**config.mk**
```make
export PLATFORM = sky130hd
export DESIGN_NAME = sys_cmd_ctrl
export DESIGN_NICKNAME = d
export VERILOG_FILES = /design/src/rtl/sys_cmd_ctrl.sv
export SDC_FILE = /design/constraint.sdc
export NUM_CORES = 1
export LEC_CHECK = 0
export BUFFER_PORTS_ARGS = -buffer_cell sky130_fd_sc_hd__buf_2
export CAP_MARGIN = 20
export CORE_MARGIN = 4
export CORE_UTILIZATION = 47
export CTS_BUF_LIST = sky130_fd_sc_hd__clkbuf_4 sky130_fd_sc_hd__clkbuf_8
export DETAILED_ROUTE_END_ITERATION = 10
export GPL_TIMING_DRIVEN = 0
export PLACE_DENSITY_LB_ADDON = 0.08
export SLEW_MARGIN = 20
export SYNTH_ARGS = -nofsm -noshare
export SYNTH_HDL_FRONTEND = slang
export SYNTH_SLANG_ARGS = --single-unit
```
**constraint.sdc**
```tcl
create_clock -name CLK -period 2.1 [get_ports CLK]
set_input_delay 0.42 -clock CLK [delete_from_list [all_inputs] [get_ports CLK]]
set_output_delay 0.42 -clock CLK [all_outputs]
set_load 0.1 [all_outputs]
```
**src/rtl/sys_cmd_ctrl.sv**
```systemverilog
// Frame parser between the UART RX path and the RF / ALU / TX FIFO.
// Registered strobes; TX_D_VLD is combinational so it can never overrun FIFO_FULL.
module sys_cmd_ctrl #(
  parameter int DATA_W    = 8,
  parameter int ADDR_W    = 4,
  parameter int ALU_FUN_W = 4,
  parameter int OPA_ADDR  = 0,
  parameter int OPB_ADDR  = 1
) (
  input  logic                   CLK,
  input  logic                   RST,
  input  logic [DATA_W-1:0]      RX_P_DATA,
  input  logic                   RX_D_VLD,
  output logic [ADDR_W-1:0]      RF_ADDR,
  output logic                   RF_WR_EN,
  output logic [DATA_W-1:0]      RF_WR_DATA,
  output logic                   RF_RD_EN,
  input  logic [DATA_W-1:0]      RF_RD_DATA,
  input  logic                   RF_RD_VLD,
  output logic [ALU_FUN_W-1:0]   ALU_FUN,
  output logic                   ALU_EN,
  output logic                   ALU_CLK_EN,
  input  logic [2*DATA_W-1:0]    ALU_OUT,
  input  logic                   ALU_OUT_VLD,
  output logic [DATA_W-1:0]      TX_P_DATA,
  output logic                   TX_D_VLD,
  input  logic                   FIFO_FULL,
  output logic                   BUSY
);

  typedef enum logic [3:0] {
    IDLE, WR_ADDR, WR_DATA, RD_ADDR, RD_WAIT,
    OPA, OPB, FUN, ALU_WAIT, TX_LO, TX_HI
  } state_t;

  state_t state, nxt;
  logic [DATA_W-1:0] hi_q;
  logic              two_q;
  logic              tx_st;

  assign tx_st    = (state == TX_LO) || (state == TX_HI);
  assign TX_D_VLD = tx_st && !FIFO_FULL;
  assign BUSY     = (state != IDLE);

  always_comb begin
    nxt = state;
    unique case (state)
      IDLE: if (RX_D_VLD) begin
        case (RX_P_DATA)
          8'hAA:   nxt = WR_ADDR;
          8'hBB:   nxt = RD_ADDR;
          8'hCC:   nxt = OPA;
          8'hDD:   nxt = FUN;
          default: nxt = IDLE;
        endcase
      end
      WR_ADDR:  if (RX_D_VLD) nxt = WR_DATA;
      WR_DATA:  if (RX_D_VLD) nxt = IDLE;
      RD_ADDR:  if (RX_D_VLD) nxt = RD_WAIT;
      RD_WAIT:  if (RF_RD_VLD) nxt = TX_LO;
      OPA:      if (RX_D_VLD) nxt = OPB;
      OPB:      if (RX_D_VLD) nxt = FUN;
      FUN:      if (RX_D_VLD) nxt = ALU_WAIT;
      ALU_WAIT: if (ALU_OUT_VLD) nxt = TX_LO;
      TX_LO:    if (!FIFO_FULL) nxt = two_q ? TX_HI : IDLE;
      TX_HI:    if (!FIFO_FULL) nxt = IDLE;
      default:  nxt = IDLE;
    endcase
  end

  always_ff @(posedge CLK) begin
    if (RST) begin
      state      <= IDLE;
      RF_ADDR    <= '0;
      RF_WR_EN   <= 1'b0;
      RF_WR_DATA <= '0;
      RF_RD_EN   <= 1'b0;
      ALU_FUN    <= '0;
      ALU_EN     <= 1'b0;
      ALU_CLK_EN <= 1'b0;
      TX_P_DATA  <= '0;
      hi_q       <= '0;
      two_q      <= 1'b0;
    end else begin
      state    <= nxt;
      RF_WR_EN <= 1'b0;
      RF_RD_EN <= 1'b0;
      ALU_EN   <= 1'b0;
      unique case (state)
        WR_ADDR: if (RX_D_VLD) RF_ADDR <= RX_P_DATA[ADDR_W-1:0];
        WR_DATA: if (RX_D_VLD) begin
          RF_WR_DATA <= RX_P_DATA;
          RF_WR_EN   <= 1'b1;
        end
        RD_ADDR: if (RX_D_VLD) begin
          RF_ADDR  <= RX_P_DATA[ADDR_W-1:0];
          RF_RD_EN <= 1'b1;
        end
        RD_WAIT: if (RF_RD_VLD) begin
          TX_P_DATA <= RF_RD_DATA;
          two_q     <= 1'b0;
        end
        OPA: if (RX_D_VLD) begin
          RF_ADDR    <= ADDR_W'(OPA_ADDR);
          RF_WR_DATA <= RX_P_DATA;
          RF_WR_EN   <= 1'b1;
        end
        OPB: if (RX_D_VLD) begin
          RF_ADDR    <= ADDR_W'(OPB_ADDR);
          RF_WR_DATA <= RX_P_DATA;
          RF_WR_EN   <= 1'b1;
        end
        FUN: if (RX_D_VLD) begin
          ALU_FUN    <= RX_P_DATA[ALU_FUN_W-1:0];
          ALU_EN     <= 1'b1;
          ALU_CLK_EN <= 1'b1;
        end
        ALU_WAIT: if (ALU_OUT_VLD) begin
          TX_P_DATA  <= ALU_OUT[DATA_W-1:0];
          hi_q       <= ALU_OUT[2*DATA_W-1:DATA_W];
          two_q      <= 1'b1;
          ALU_CLK_EN <= 1'b0;
        end
        // the high byte is staged only once the low byte has left
        TX_LO: if (!FIFO_FULL && two_q) TX_P_DATA <= hi_q;
        default: ;
      endcase
    end
  end

endmodule
```
== Word level (Yosys, flattened, before mapping) ==
Cells that the tools add are included.
W data, S select, Z words.
Storage, ports and cells
  memories kept: 0
  bits in writable memories: 0
  output and inout bits: 30
  input bits: 38
  latch bits: 0
  register bits after elaboration: 41
  bits in read-only memories: 0
Cells by class
  equality and inequality tests: 27
  multiplexer cells: 28
  add/subtract/negate cells: 0
  div/mod/pow operators: 0
  reductions and logical operators: 23
  bitwise operators: 3
  $mul: 0
  order comparisons: 0
  shift-type cells: 0
Operators by type and width (number)
  $mux W4: 14
  $pmux W4 S11: 1
  $eq A8 B8 Y1 const B: 4
  $mux W8: 3
  $pmux W8 S3: 1
  $ne A2 B2 Y1 const B: 11
  $eq A4 B3 Y1 const B: 4
  $eq A4 B4 Y1 const B: 3
  $pmux W3 S4: 1
  $pmux W4 S3: 1
  $reduce_and A11 Y1: 1
  $eq A4 B2 Y1 const B: 2
  $reduce_and A4 Y1: 2
  $reduce_or A2 Y1: 4
  $reduce_and A2 Y1: 3
  $reduce_and A3 Y1: 2
  $reduce_bool A3 Y1: 2
  $mux W1: 5
  $eq A4 B1 Y1 const B: 1
  $logic_not A4 Y1: 1
  $ne A2 B1 Y1 const B: 2
  $pmux W1 S2: 2
  $reduce_bool A2 Y1: 2
  $reduce_bool A4 Y1: 1
  5 further kinds: 8

== Logic depth before layout (Yosys ltp) ==
  depth in word-level cells: 4
  depth in mapped cells: 7
  mapped depth without buffers: 4

== Least setup slack after synthesis ==
Ideal clock, no wire load.
  kind: register to output
  start: register state[0]
  end: output TX_D_VLD
  slack: 186 ps
  required time: 1680 ps
  stages on the path, launching flop included: 4
  buffers on the path: 1
  arrival: 1494 ps
  cells stage by stage: dfxtp_1 buf_6 xor2_1 and3b_1
Between the ends
  word-level cells in the longest chain between the ends: 3
RTL lines
  from (decl): RTL line 36  | state_t state, nxt;
  from (signal assigned): RTL line 85  | state <= nxt;
  $eq A4 B4 Y1: RTL line 41  | assign tx_st = (state == TX_LO) || (state == TX_HI);
  $logic_or A1 B1 Y1 (*): RTL line 41
  $logic_and A1 B1 Y1 (*): RTL line 42  | assign TX_D_VLD = tx_st && !FIFO_FULL;
  to (decl): RTL line 26  | output logic TX_D_VLD,
Mark *: on every way between the ends. The rest lies on a longest branch, timed or not.

== Final worst setup path ==
  start: register state[0]
  end: output BUSY
Between the ends
  word-level cells in the longest chain between the ends: 1
RTL lines
  $reduce_bool A4 Y1: RTL line 43  | assign BUSY = (state != IDLE);
  to (decl): RTL line 28  | output logic BUSY
Every way passes these cells.

==> flow_summary_export.csv <==
group,metric,value,unit
final_layout,syn2layout_area_growth,25.4,%
synth,async_flop_share,0,
synth,ys_seq_area_frac,0.407,
detailed_routing,dr.pass1.iters,4,
synth,syn_inst,220,
worst_setup_path,reg2reg_depth,5,
worst_setup_path,r2r-end,"state[1]",
global_routing,grt_pass1_wl,7840,um
placed_design,gp_congestion,0.919,
placed_design,io_buffers,67,
worst_hold_path,hold_start,"ALU_OUT[10]",
global_routing,track_usage,0.183,
sta,finClkSkew,10.6,ps
worst_setup_path,cp-end-kind,"output port",
cts,numCtsBuffers,5,
worst_setup_path,r2r_slack,310,ps
global_routing,antenna_found_initial,0,
detailed_routing,num_vias,1810,
final_layout,diodes,0,
sta,min_period,1980,ps
final_layout,layoutNonFillerInstCount,345,
worst_setup_path,reg2reg_from,"state[3]",
placed_design,placed_area,2420,um^2
detailed_routing,routed_wirelength,4980,um
floorplanning,rows,23,
sta,worstMarginPinSlew,541,ps
final_layout,postLayoutCellArea,2530,um^2
detailed_routing,drc_errors,0,
placed_design,dp_hpwl,3800,um
synth,ys_types,45,
synth,ys.flop_type,"dfxtp_1",
cts,cts_max_path_buffers,2,
synth,synth_area_leaders,"dfxtp_1 41%, mux2i_1 18%, nor2_1 5.0%, nand2_1 3.3%, o211ai_1 3.3%",
sta,finalWorstSetupSlack,122,ps
floorplanning,io_pins,68,
global_routing,grt_pass1_vias,1628,
sta,rsz0062_at_grt,"false",
cts,cts.sinks,41,
worst_setup_path,crit_type,"flip-flop to output port",
run_status,status,"complete, no violations",
pwr,power_density,606,nW/um^2
placed_design,dpl_worst_slack,311,ps
floorplanning,start_util,0.494,
pwr,ir_drop,0.000414,V
synth,netlist_area,2020,um^2
worst_hold_path,holdPathEnd,"hi_q[2]",
job,maxCapViolCount,0,
final_layout,drive_above_1_share,0.308,
worst_setup_path,startpoint_type,"flip-flop",
sta,fmax,506,MHz
detailed_routing,postRouteAntennaNets,0,
placed_design,placedCellCount,337,
worst_setup_path,worstPathArrival,1560,ps
sta,setup_viol,0,
cts,holdBufCountCts,0,
synth,synth_area_leader_cell,"dfxtp_1",
sta,hold_viol_final,0,
detailed_routing,routedWlPerCell,14.4,um
cts,cts-root-buf,"clkbuf_8",
sta,slew_headroom,0.639,
synth,syn_nets,258,
sta,fin_tns_setup,0,ps
worst_setup_path,cp_max_fo,10,
floorplanning,coreArea,4090,um^2
sta,holdWs,362,ps
sta,drv_slew,0,
detailed_routing,avgViaCountPerCell,5.25,
final_layout,finalCoreUtilization,0.619,
cts,h-tree-depth,2,
pwr,power,1.53,mW
floorplanning,die_area,5410,um^2
cts,cts_setup_buffers,0,
synth,synth_area_per_cell,9.17,um^2
synth,ys_warn_count,0,
cts,clk_latency,290,ps
global_routing,grt_overflow_total,0,
worst_setup_path,crit_required,1680,ps
sta,period_share,0.942,
global_routing,grt_max_degree,15,
final_layout,final_net_count,332,
detailed_routing,drtIter0Drc,182,
worst_hold_path,hp-class,"primary input to flip-flop",
synth,synth_edf_count,0,
pwr,power_leakage,1.08,nW
cts,post_cts_resized,1,
floorplanning,dieHeight,73.5,um
synth,synth_top_area_share,0.407,
cts,clkTransAtPathRegs,80,ps
synth,ys_ff_latch,41,
cts,tritoncts,"yes",
floorplanning,die_w,73.5,um
worst_hold_path,worstHoldPathCells,3,
==> final cells by class <==
class                           instances  area [um^2]
Multi-Input combinational cell        161         1110
Fill cell                             379         1560
Tap cell                               50         62.6
Buffer                                 14         68.8
Clock buffer                            5         68.8
Clock inverter                          3         43.8
Inverter                                4         15.0
Timing Repair Buffer                   67          338
Sequential cell                        41          821
==> cells by family after synthesis <==
family                    count (synthesis)  share of synthesized area
xor gates and xnor gates                  2                    0.00868
muxes                                    36                      0.179
AOI/OAI and AO/OA                        39                      0.146
buffers and inverters                    18                     0.0415
DFF                                      41                      0.407
and+or+nand+nor                          84                      0.219
==> cells in the mapped netlist, types with 4 or more instances <==
master	n
dfxtp_1	41
mux2i_1	36
nor2_1	27
nand2_1	18
nand2b_1	10
a21oi_1	9
o211ai_1	9
buf_2	7
clkbuf_1	6
nand3_1	5
inv_1	4
nand3b_1	4
==> where the power goes <==
part	leakage [nW]	internal, mW	switching [mW]
registers	0.330	0.778	0.000822
logic	0.696	0.0464	0.0628
clock network	0.0585	0.356	0.290
total	1.08	1.18	0.354
==> sequential cells by signal (all words and copies together) (netlist names) <==
signal	count
two_q	1
RF_WR_DATA	8
RF_RD_EN	1
RF_WR_EN	1
TX_P_DATA	8
ALU_EN	1
state	4
ALU_FUN	4
hi_q	8
RF_ADDR	4
ALU_CLK_EN	1
==> critical path, stage by stage, from the launching register on <==
cell and delay, ps:
dfxtp_1 310, buf_6 130, or4_4 510, buf_2 320
==> how the worst max path moves through the flow <==
stage	start	slack [ps]	end	cells past startpoint
after floorplan	state[0]	190	TX_D_VLD	3
after global placement	state[1]	290	TX_D_VLD	3
after detailed placement	RX_P_DATA[2]	310	state[1]	5
after CTS	state[0]	110	BUSY	3
after global routing	state[1]	40	TX_D_VLD	3
final	state[0]	120	BUSY	3
==> layer usage <==
| layer | part of all wire | routed length (um) | vias to the layer above | GRT usage |
|---|---|---|---|---|
| li1 | - | - | 937 | - |
| met1 | 0.47 | 2360 | 813 | 0.255 |
| met2 | 0.44 | 2180 | 56 | 0.274 |
| met3 | 0.080 | 398 | 4 | 0.0575 |
| met4 | 0.0076 | 38 | 0 | 0.0463 |
| met5 | 0 | 0 | - | 0 |
==> layout by cell type, fill, tap and decap left out, drive strengths merged, types with 2 or more instances in the layout <==
cell type  synthesis  final
buf                8     75
dfxtp             41     41
mux2i             36     36
nor2              28     28
nand2             18     18
clkbuf             6     11
nand2b            10     10
a21oi             10     10
o211ai             9      9
nand3              5      5
inv                4      5
nand3b             4      4
nor3b              4      4
nor3               3      3
o32ai              3      3
o21ai              3      3
nor2b              2      2
and3b              2      2
a311oi             2      2
o31ai              2      2
a211oi             2      2
(Power assumes the default switching activity.)
